<file path="src/rtl/mult_share_arbiter.sv">
// mult_share_arbiter
// Round-robin front end that shares one sequential signed multiplier
// between NUM_REQ requesters. It accepts one operand pair at a time, starts
// the multiplier, waits for its done pulse and returns the product to the
// requester that won arbitration.
//
// Optional feature macro: MULT_ARB_TIMEOUT_EN
//   When this macro is defined, a watchdog aborts a WAIT that lasts
//   TIMEOUT_CYCLES cycles and pulses err_timeout.
//   When it is undefined, WAIT is held until mul_ready arrives and
//   err_timeout is tied to 0.
module mult_share_arbiter #(
  parameter int NUMBITS        = 8,
  parameter int NUM_REQ        = 4,
  parameter int TIMEOUT_CYCLES = 64
) (
  input  logic                              clk,
  input  logic                              reset,
  input  logic [NUM_REQ-1:0]                req_valid,
  output logic [NUM_REQ-1:0]                req_ready,
  input  logic [NUM_REQ*NUMBITS-1:0]        req_a,
  input  logic [NUM_REQ*NUMBITS-1:0]        req_b,
  output logic [NUM_REQ-1:0]                resp_valid,
  input  logic [NUM_REQ-1:0]                resp_ready,
  output logic signed [2*NUMBITS-1:0]       resp_product,
  output logic [$clog2(NUM_REQ)-1:0]        grant_id,
  output logic                              busy,
  output logic                              err_timeout,
  output logic                              mul_start,
  output logic signed [NUMBITS-1:0]         mul_numA,
  output logic signed [NUMBITS-1:0]         mul_numB,
  input  logic                              mul_ready,
  input  logic signed [2*NUMBITS-1:0]       mul_product
);

  localparam int IDW = $clog2(NUM_REQ);

  if (NUM_REQ < 2) begin : g_bad_num_req
    $error("mult_share_arbiter: NUM_REQ must be at least 2");
  end
  if (TIMEOUT_CYCLES < 1) begin : g_bad_timeout
    $error("mult_share_arbiter: TIMEOUT_CYCLES must be at least 1");
  end

  typedef enum logic [1:0] {
    S_IDLE  = 2'd0,
    S_ISSUE = 2'd1,
    S_WAIT  = 2'd2,
    S_RESP  = 2'd3
  } state_t;

  state_t                      state;
  state_t                      state_nxt;
  logic [IDW-1:0]              rr_ptr;
  logic [IDW-1:0]              winner;
  logic signed [NUMBITS-1:0]   op_a;
  logic signed [NUMBITS-1:0]   op_b;
  logic signed [2*NUMBITS-1:0] prod_q;
  logic                        any_valid;
  logic                        resp_done;
  logic                        timeout_hit;

  // First valid requester found by scanning from the round-robin pointer
  // upward with wrap-around.
  function automatic logic [IDW-1:0] pick_winner(input logic [NUM_REQ-1:0] v,
                                                 input logic [IDW-1:0]     ptr);
    logic [IDW-1:0] w;
    logic [IDW:0]   idx;
    w = '0;
    for (int k = NUM_REQ - 1; k >= 0; k--) begin
      idx = {1'b0, ptr} + (IDW+1)'(k);
      if (idx >= (IDW+1)'(NUM_REQ)) idx = idx - (IDW+1)'(NUM_REQ);
      if (v[idx[IDW-1:0]]) w = idx[IDW-1:0];
    end
    return w;
  endfunction

  // Index after g, wrapping NUM_REQ-1 back to 0.
  function automatic logic [IDW-1:0] next_idx(input logic [IDW-1:0] g);
    return (g == IDW'(NUM_REQ - 1)) ? '0 : g + 1'b1;
  endfunction

  assign any_valid    = |req_valid;
  assign winner       = pick_winner(req_valid, rr_ptr);
  assign resp_done    = (state == S_RESP) && resp_ready[grant_id];
  assign mul_numA     = op_a;
  assign mul_numB     = op_b;
  assign resp_product = prod_q;
  assign err_timeout  = timeout_hit;

`ifdef MULT_ARB_TIMEOUT_EN
  localparam int TW = $clog2(TIMEOUT_CYCLES + 1);
  logic [TW-1:0] to_cnt;

  // Watchdog: counts cycles spent in WAIT, restarts on every WAIT entry.
  always_ff @(posedge clk) begin
    if (reset || state != S_WAIT) to_cnt <= '0;
    else                          to_cnt <= to_cnt + 1'b1;
  end

  assign timeout_hit = (state == S_WAIT) && !mul_ready &&
                       (to_cnt == TW'(TIMEOUT_CYCLES - 1));
`else
  assign timeout_hit = 1'b0;
`endif

  // State register.
  always_ff @(posedge clk) begin
    if (reset) state <= S_IDLE;
    else       state <= state_nxt;
  end

  // Next-state logic for the accept/issue/wait/respond sequence.
  always_comb begin
    state_nxt = state;
    unique case (state)
      S_IDLE:  if (any_valid) state_nxt = S_ISSUE;
      S_ISSUE: state_nxt = S_WAIT;
      S_WAIT: begin
        if (mul_ready)        state_nxt = S_RESP;
        else if (timeout_hit) state_nxt = S_IDLE;
      end
      S_RESP:  if (resp_done) state_nxt = S_IDLE;
      default: state_nxt = S_IDLE;
    endcase
  end

  // Moore/Mealy outputs: accept pulse, multiplier start, response valid.
  always_comb begin
    req_ready  = '0;
    resp_valid = '0;
    mul_start  = 1'b0;
    busy       = (state != S_IDLE);
    unique case (state)
      S_IDLE:  if (any_valid) req_ready[winner] = 1'b1;
      S_ISSUE: mul_start = 1'b1;
      S_WAIT:  ;
      S_RESP:  resp_valid[grant_id] = 1'b1;
      default: ;
    endcase
  end

  // Grant, operand, product and round-robin pointer registers.
  always_ff @(posedge clk) begin
    if (reset) begin
      rr_ptr   <= '0;
      grant_id <= '0;
      op_a     <= '0;
      op_b     <= '0;
      prod_q   <= '0;
    end else begin
      if (state == S_IDLE && any_valid) begin
        grant_id <= winner;
        op_a     <= req_a[winner*NUMBITS +: NUMBITS];
        op_b     <= req_b[winner*NUMBITS +: NUMBITS];
      end
      if (state == S_WAIT && mul_ready) prod_q <= mul_product;
      if (resp_done || timeout_hit)     rr_ptr <= next_idx(grant_id);
    end
  end

endmodule
</file>
<file path="config.mk">
export PLATFORM = sky130hd
export DESIGN_NAME = mult_share_arbiter
export DESIGN_NICKNAME = d
export VERILOG_FILES = /design/src/rtl/mult_share_arbiter.sv
export SDC_FILE = /design/constraint.sdc
export NUM_CORES = 1
export LEC_CHECK = 0
export ABC_CLOCK_PERIOD_IN_PS = 2600
export BUFFER_PORTS_ARGS = -buffer_cell sky130_fd_sc_hd__buf_2
export CELL_PAD_IN_SITES_DETAIL_PLACEMENT = 1
export CELL_PAD_IN_SITES_GLOBAL_PLACEMENT = 2
export CORE_ASPECT_RATIO = 1.75
export CORE_MARGIN = 1.5
export CORE_UTILIZATION = 23
export DETAILED_ROUTE_END_ITERATION = 16
export GPL_TIMING_DRIVEN = 0
export PLACE_DENSITY = 0.89
export SLEW_MARGIN = 10
export SYNTH_ARGS = -nofsm -noshare
export SYNTH_HDL_FRONTEND = slang
export SYNTH_SLANG_ARGS = --single-unit
</file>
<file path="constraint.sdc">
create_clock -name clk -period 2.6 [get_ports clk]
set_input_delay 0.78 -clock clk [delete_from_list [all_inputs] [get_ports clk]]
set_output_delay 0.78 -clock clk [all_outputs]
set_load 0.1 [all_outputs]
</file>
### Word-level counts from Yosys, hierarchy flattened

Index checks and enable logic that the tools add are counted.

| word-level totals | value |
|---|---|
| flip-flop bits (word level) | 38 |
| output and inout port bits | 45 |

| cells by class | value |
|---|---|
| add/subtract/negate cells | 8 |
| $lt $le $gt $ge | 12 |
| equal/unequal tests | 7 |
| shift-type cells | 2 |
| muxes and demuxes | 31 |
| reduce and logical (&&, ||, !) cells | 9 |

Operators by type and width:

| kind | number |
|---|---|
| $shiftx 32x6->8 | 2 |
| $mux 2 | 12 |
| $lt 2x3->1 const B | 6 |
| $mux 4 | 3 |
| $bmux 1 s2 | 5 |
| $ge 3x3->1 const B | 3 |
| $mux 1 | 8 |
| $pmux 2 s4 | 1 |
| $sub 2x1->2 const B | 4 |
| $add 2x2->3 const B | 2 |
| $eq 2x2->1 const B | 3 |
| $ne 2x2->1 const B | 3 |
| $logic_and 1x1->1 | 5 |
| $demux 1 s2 | 2 |
| $ge 2x1->1 const B | 2 |
| $reduce_or 4->1 | 1 |
| $add 2x1->3 const B | 1 |
| $ge 2x3->1 const B | 1 |
| $reduce_and 3->1 | 1 |
| $add 2x1->2 const B | 1 |
| $eq 2x1->1 const B | 1 |
| $logic_not 2->1 | 1 |
| $reduce_bool 2->1 | 1 |

### Depth between registers and ports, before layout

Gate-level depths: netlist of the first run.

| logic depth | value |
|---|---|
| depth in word-level cells | 15 |
| depth in mapped cells | 9 |

### Least setup slack after synthesis of the first run

No wires, ideal clock.

| timing | value |
|---|---|
| path kind | input-to-output |
| start point | in req_valid[2] |
| end point | out req_ready[1] |
| arrival | 3.549 ns |
| required time | 1.820 ns |
| setup slack | -1.729 ns |
| stages on the path | 7 |
| buffers on the path | 2 |
| path through | mux2i_1 > nor2_1 > nor3_2 > buf_6 > buf_8 > inv_1 > nor3_1 |

| between the ends | value |
|---|---|
| word-level cells in the longest chain between the ends | 12 |
| elaborated cells on any way between the ends | 20 |
| those cells by class | order compare (2); mux (16); reduce/logical (2) |

Ends and longest elaborated chain:

| item | RTL line | source |
|---|---|---|
| from (decl) | 19 | `input logic [NUM_REQ-1:0] req_valid,` |
| $bmux 1 s2 | 73 | `if (v[idx[IDW-1:0]]) w = idx[IDW-1:0];` |
| $mux 1 (not written as such) | 73 |  |
| $mux 2 (4 in series) | 73 |  |
| $lt 2x3->1 (not written as such) or $ge 2x1->1 (tied branches) | 135 | `S_IDLE: if (any_valid) req_ready[winner] = 1'b1;` |
| $logic_and 1x1->1 (not written as such) | 135 |  |
| $mux 1 (not written as such) | 135 |  |
| $demux 1 s2 | 135 |  |
| $mux 4 (*) | 135 |  |
| $mux 4 (*) | 134 | `unique case (state)` |
| to (decl) | 20 | `output logic [NUM_REQ-1:0] req_ready,` |

Mark *: on every way between the ends. The rest lies on a longest branch, timed or not. The select of a mux whose other input is x is not followed.

### Worst setup path in the final report of the first run

Ends and elaborated chain as after synthesis.

==> results of run 1 <==
==> sequential cells by signal (all words and copies together) (netlist names) <==
name	count
rr_ptr	2
mul_numA	8
grant_id	2
state	2
mul_numB	8
resp_product	16
==> power groups by stage <==
stage | combinational (mW) | clock, mW | sequential, mW
finish | 2.00 | 0.617 | 0.787
global route | 2.10 | 0.666 | 0.809
CTS | 2.02 | 0.645 | 0.791
detailed placement | 1.95 | 0 | 0.803
global placement | 1.92 | 0 | 0.796
floorplan | 0.781 | 0 | 1.62
==> worst paths after layout <==
path	startpoint	to	slack [ps]	cells after the start
setup / recovery	req_valid[2]	req_ready[1]	-6	6
hold reg to reg	resp_product[10]	resp_product[10]	450	2
setup reg to reg	rr_ptr[1]	mul_numB[7]	510	10
hold / removal	resp_product[10]	resp_product[10]	450	2
==> logic make-up (layout without fill, tap and decap cells) <==
| kind of cell | count (synthesis) | after routing | synth area share (%) |
|---|---|---|---|
| other | 1 | 1 | 0.1753 |
| adder cells (fa/ha/maj) | 8 | 8 | 4.679 |
| flip-flops | 38 | 38 | 35.56 |
| AO/OA/AOI/OAI | 41 | 41 | 16.43 |
| buffers and inverters | 24 | 170 | 8.362 |
| AND/OR/NAND/NOR | 81 | 81 | 16.90 |
| multiplexers | 37 | 37 | 17.89 |
==> synth_stat cells (all sizes together) <==
cell type / n / share of area [%]
nor3: 7 / 1.9
a21oi: 21 / 4.9
clkbuf: 5 / 0.88
and2b: 1 / 0.35
o22a: 1 / 0.41
or3: 1 / 0.29
and2: 5 / 1.5
inv: 8 / 1.4
dfxtp: 38 / 36
conb: 1 / 0.18
mux4: 1 / 1.1
nor2b: 1 / 0.29
o221ai: 16 / 9.8
nor2: 7 / 1.3
o21a: 1 / 0.35
ha: 8 / 4.7
o22ai: 1 / 0.29
mux2i: 36 / 17
nand3: 1 / 0.23
nand2b: 2 / 0.58
a221oi: 1 / 0.70
buf: 11 / 6.1
nor4: 1 / 0.58
nand2: 55 / 9.9
==> area by class of cell <==
type,count,area [um^2]
Buffer,15,137.6
Clock buffer,6,138.9
Clock inverter,2,12.51
Fill cell,1120,5694
Inverter,8,35.03
Multi-Input combinational cell,168,1291
Sequential cell,38,763.2
Tap cell,120,150.1
Timing Repair Buffer,139,813.3
==> timing repair <==
action,in CTS,in global routing
buffers inserted,4,1
setup endpoints to repair,4,4
gates resized for setup,25,6
hold endpoints to repair,0,0
pin swaps,4,1
==> layout by cell type, fill, tap and decap left out, drive strengths merged <==
master / Yosys / routed
clkinv: 0 / 1
dfxtp: 38 / 38
nor3: 7 / 7
nand2b: 2 / 2
o22a: 1 / 1
clkbuf: 5 / 11
nor4: 1 / 1
o221ai: 16 / 16
mux2i: 36 / 36
clkinvlp: 0 / 1
or3: 1 / 1
a21oi: 21 / 21
nor2: 7 / 7
nand2: 55 / 55
nor2b: 1 / 1
buf: 11 / 149
a221oi: 1 / 1
ha: 8 / 8
o21a: 1 / 1
o22ai: 1 / 1
inv: 8 / 8
conb: 1 / 1
nand3: 1 / 1
and2b: 1 / 1
and2: 5 / 5
mux4: 1 / 1
==> critical path, delay by kind of cell <==
family / cells / cell delay, ps
AO/OA/AOI/OAI: 2 / 400
buffers and inverters: 3 / 420
AND/OR/NAND/NOR: 1 / 220
==> metrics by stage <==
step / setup slack (ps) / setup TNS [ps] / area (um^2) / cells
2_1_floorplan: -369.1 / -1230 / 2216 / 230
3_3_place_gp: -413.4 / -1337 / 3037 / 484
3_5_place_dp: -420.9 / -1375 / 3037 / 484
4_1_cts: -0.02498 / -0.02498 / 3309 / 495
5_1_grt: -52.97 / -187.5 / 3342 / 496
6_report: -5.632 / -5.632 / 3342 / 496
==> per-layer routing <==
layer  global-route usage [%]  vias up  wire [um]
met2                    28.46       95       3991
met3                    4.653        4        510
met5                        0        -          0
met1                    12.98     1021       2435
met4                    3.922        0         63
li1                         -     1088          -
==> results.md, run 1 <==
- Die area: between 0.009 and 0.01 mm^2
- Status: finished with violations
- Clock Sinks: 38
- H-tree depth: 2
- Wire length per cell: between 10 and 15 um
- Via density: approximately 4.5
- First-pass DRT Iterations: 4
- CTS root buf: clkbuf_16
- Part of the cycle the worst path needs: 100.2%
- DRT iter0 DRCs: 16
- Clock-pin slew on the worst setup and hold paths: roughly 60 ps
- Row Count: 46
- Final Setup Violations: 1
- Leak Pwr: 1.546 nW
- Minimum clock period: ~2600 ps
- RSZ-0062 raised after global routing: true
- Deepest clock path buffer count: 2
- Wirelength, routed: about 7000 um
- Power consumption: ~3.4 mW
- Max Freq: ~0.38 GHz
- Slew @ Worst Pin: 501.1 ps
- Worst Path Required: 1820 ps
- I/O Pins: approximately 140
- Die height: between 100 and 150 um
- Worst rel slew slack: 66.60%
- Pin count of the biggest net entering global routing: 13
- CP arrival: around 1800 ps
- Post-route clock skew: roughly 2 ps
- Sequential power share: a little under a quarter
- Setup crit end kind: output port
- Failing checks: negative setup slack
- Area Growth Syn to Fin: 56.20%
- # port buffers: 134
- Distinct cells, synth: 31
- Crit path cell chain: buf_8 > buf_6 > o21a_1 > o22a_4 > nor3_4 > buf_12
- Synth Instances: 230
- Routed vias: between 2000 and 2500
- Layout Nets: roughly 470
- Core footprint: 0.009036 mm^2
- HPWL after DPL: a little under 6000 um
- Final hold vios: 0
- Clock Latency Late Sink: around 280 ps
- Switching power: 1.840 mW
- Worst setup path class: primary input to output port
- Yosys Warn Count: 0
- Gate power share: between 50 and 60%
- Hold_buf cts: 0
- Worst vdd ir: 592.8 uV
- First-pass GRT wire length: 11050 um
- Die extent in x: between 70 and 80 um
- Pwr dens: ~1000 mW/mm^2
- GRT Total Usage: about 14%
- Slowest CP cell: o22a_4
- Starting Density: between 20% and 30%
- Min-Delay Path Class: flip-flop to flip-flop
- Int Power: roughly 1.6 mW
- Layout cells sized above 1: 49.73%
- Part of the power in the clock network: around 18%
- Syn Nets: ~330
- Placer Congestion: between 0.7 and 0.8
- Flops & latches, synth: 38
- Maxcap violations: 0
- Fin worst setup slack: -5.632 ps
- DRC errors left: 0
- Worst hold margin: roughly 450 ps
- Slowest Stage Delay on Critical Path: ~270 ps
- ANT cells: 0
- Synthesized area: ~0.0021 mm^2
- Sw Share: 54.02%
- CP Max Fanout: 4
- Crit start category: primary input
- Post-route antenna net violation count: 0
- CTS buffer count: 5
- Syn Area/Cell: 9.302 um^2
- TritonCTS clock tree: yes
- Number of max-slew violations in the final report: 0
- Vias in the first global route: around 2300
- Sequential cell area fraction in the yosys report: approximately 36%
- Util after Layout: between 30 and 40%
- Overflow after GRT: 0
- Initial antenna violation count: 0
Note: power is estimated with default switching activity, not from simulation.
==> run 2, diff against run 1 <==
==> constraint.sdc (replaced) <==
create_clock -name clk -period 2.6 [get_ports clk]
set_input_delay 0.13 -clock clk [delete_from_list [all_inputs] [get_ports clk]]
set_output_delay 0.13 -clock clk [all_outputs]
set_load 0.1 [all_outputs]
==> run 2 against run 1 <==
The run now ends clean. Global-route usage is 0.12 points lower. Combinational power shrank 7%. Sequential power is essentially flat. Register-to-register slack improved by 330 ps. Die area did not move. Critical endpoint unchanged.
==> results.md, run 2 (same netlist as run 1, synthesis figures left out) <==
- FF+latch area: 760.7 um^2 (-0.33%)
- # port buffers: 134 (unchanged)
- Met2 track demand over resource: 26.71% (-1.7 points)
- Multi-input logic area: 0.001200 mm^2 (-7.1%)
- Setup bufs post-CTS: 0 (-4)
- I/O Pins: 136 (unchanged)
- Most Crowded Layer GR: met2
- Setup TNS: 0 ps (+5.632 ps)
- Status: finished, final reports clean
- Min-Delay Path Class: primary input to flip-flop
- TritonCTS clock tree: yes
- Commonest non-fill, non-tap cell in the layout: buf_2
- Minimum clock period: 2404 ps (-201.1 ps)
- Part of the cycle the worst path needs: 92.48% (-7.7 points)
- Post-route clock skew: 4.800 ps (+2.844 ps)
- Deepest clock path buffer count: 2 (unchanged)
- Hold_buf cts: 0 (unchanged)
- Core footprint: 0.009036 mm^2 (unchanged)
- Number of fill cells in the layout: 1123 (+0.27%)
- Power consumption: 3.256 mW (-4.4%)
- Commonest cells after routing, fill and taps aside: buf_2 (134), nand2_1 (53), dfxtp_1 (38)
- ANT cells: 0 (unchanged)
- Grt met3 use: 4.236% (-0.42 points)
- HPWL after DPL: 5704 um (-1.4%)
- CTS buffer count: 5 (unchanged)
- First-pass DRT Iterations: 4 (unchanged)
- Setup crit end kind: output port
- Die extent in x: 75.91 um (unchanged)
- Number of max-slew violations in the final report: 0 (unchanged)
- Wire length per cell: 13.88 um (-1.6%)
- First-pass GRT wire length: 10940 um (-1.0%)
- Layout Nets: 470 (-0.84%)
- Leak Pwr: 1.472 nW (-4.8%)
- Starting Density: 23.68% (unchanged)
- Die area: 0.009913 mm^2 (unchanged)
- Max reg flops: 16 (unchanged)
- CP Max Fanout: 10 (+6)
- Area Growth Syn to Fin: 44.85%
- DRC errors left: 0 (unchanged)
- Pwr dens: 1051 mW/mm^2 (+3.1%)
- Initial antenna violation count: 0 (unchanged)
- Crit start category: flip-flop
- Maxcap violations: 0 (unchanged)
- CTS resizes: 0 (-100%)
- Placer Congestion: 0.7152 (-1.3%)
- Final Setup Violations: 0 (-1)
- GRT Total Usage: 13.79% (-0.12 points)
- RSZ-0062 raised after global routing: false
- Clock-pin slew on the worst setup and hold paths: 50 ps (about the same)
- Met1 Use GR: 13.83% (+0.84 points)
- H-tree depth: 2 (unchanged)
- Layout cells sized above 1: 45.68% (-4.1 points)
- Row Count: 46 (unchanged)
- Post-route antenna net violation count: 0 (unchanged)
- Slew @ Worst Pin: 503.3 ps (+2.232 ps)
- Wirelength, routed: 6803 um (-2.8%)
- CTS root buf: clkbuf_16
- Worst Path Required: 2470 ps (+650 ps)
- Worst rel slew slack: 66.45% (-0.15 points)
- Overflow after GRT: 0 (unchanged)
- R2r setup slk: 840 ps (+330 ps)
- Clock Latency Late Sink: 280 ps (about the same)
- DRT iter0 DRCs: 29 (+13)
- CP arrival: 2270 ps (+440 ps)
- Clock Sinks: 38 (unchanged)
- Vias in the first global route: 2297 (+0.31%)
- Die height: 130.6 um (unchanged)
- Routed vias: 2175 (-1.5%)
- Pin count of the biggest net entering global routing: 11 (-2)
- Worst vdd ir: 410.0 uV (-31%)
- Worst setup path class: flip-flop to output port
- Util after Layout: 34.30% (-2.7 points)
- Final hold vios: 0 (unchanged)
- Max Freq: 0.4159 GHz (+8.4%)
- Via density: 4.439 (-0.29%)
-- run 2: cell types whose count changed in the layout (fill, tap and decap cells not counted), moves of 2 or more --
cell / change
buf_2: +8
buf_12: -5
nor3_1: +4
nor3_4: -4
buf_4: -3
buf_6: -3
a21oi_1: +2
dfxtp_1: +2
dfxtp_2: -2
-- run 2: metal layers --
metal | vias up | routed length (um)
met3 | 6 | 439
met5 | - | 0
met1 | 1000 | 2533
li1 | 1081 | -
met2 | 88 | 3743
met4 | 0 | 87
-- run 2: final timing paths --
check / from / end / cells after the start
worst min-delay path: mul_product[7] / resp_product[7] / 3
worst max register to register: state[0] / resp_product[8] / 7
worst min register to register: resp_product[1] / resp_product[1] / 2
worst max-delay path: rr_ptr[1] / req_ready[1] / 9
-- run 2: stage by stage --
stage | worst slack, ps | instances | hold WS [ps] | instance area (um^2)
finish | 195.5 | 490 | 83.15 | 3099
global route | 3.731 | 490 | 84.15 | 3099
CTS | 179.4 | 490 | 76.74 | 3099
detailed placement | 493.0 | 484 | 378.1 | 2960
global placement | 576.8 | 484 | 371.4 | 2960
floorplan | -761.9 | 230 | 199.1 | 2140
-- run 2: report_power, final --
part	total [mW]	switching, mW	internal (mW)
sequential	0.790	0.0769	0.713
clock	0.593	0.223	0.370
combinational	1.87	1.48	0.395
total	3.26	1.78	1.48
-- run 2: layout make-up --
cell class	instances	area share (%)
flip-flops and latches	38	24.55
inverters	8	0.9689
well taps	120	4.845
plain buffers	16	4.804
multi-input cells	168	38.72
clock buffers	6	4.481
repair buffers	134	21.64
-- run 2: critical path: stages, from the launching register on --
cell and delay [ps]:
dfxtp_1 320, buf_6 120, mux2i_1 180, nor2_1 70, nor3_2 180, buf_6 200
buf_8 170, inv_1 60, nor3_1 210, buf_2 470
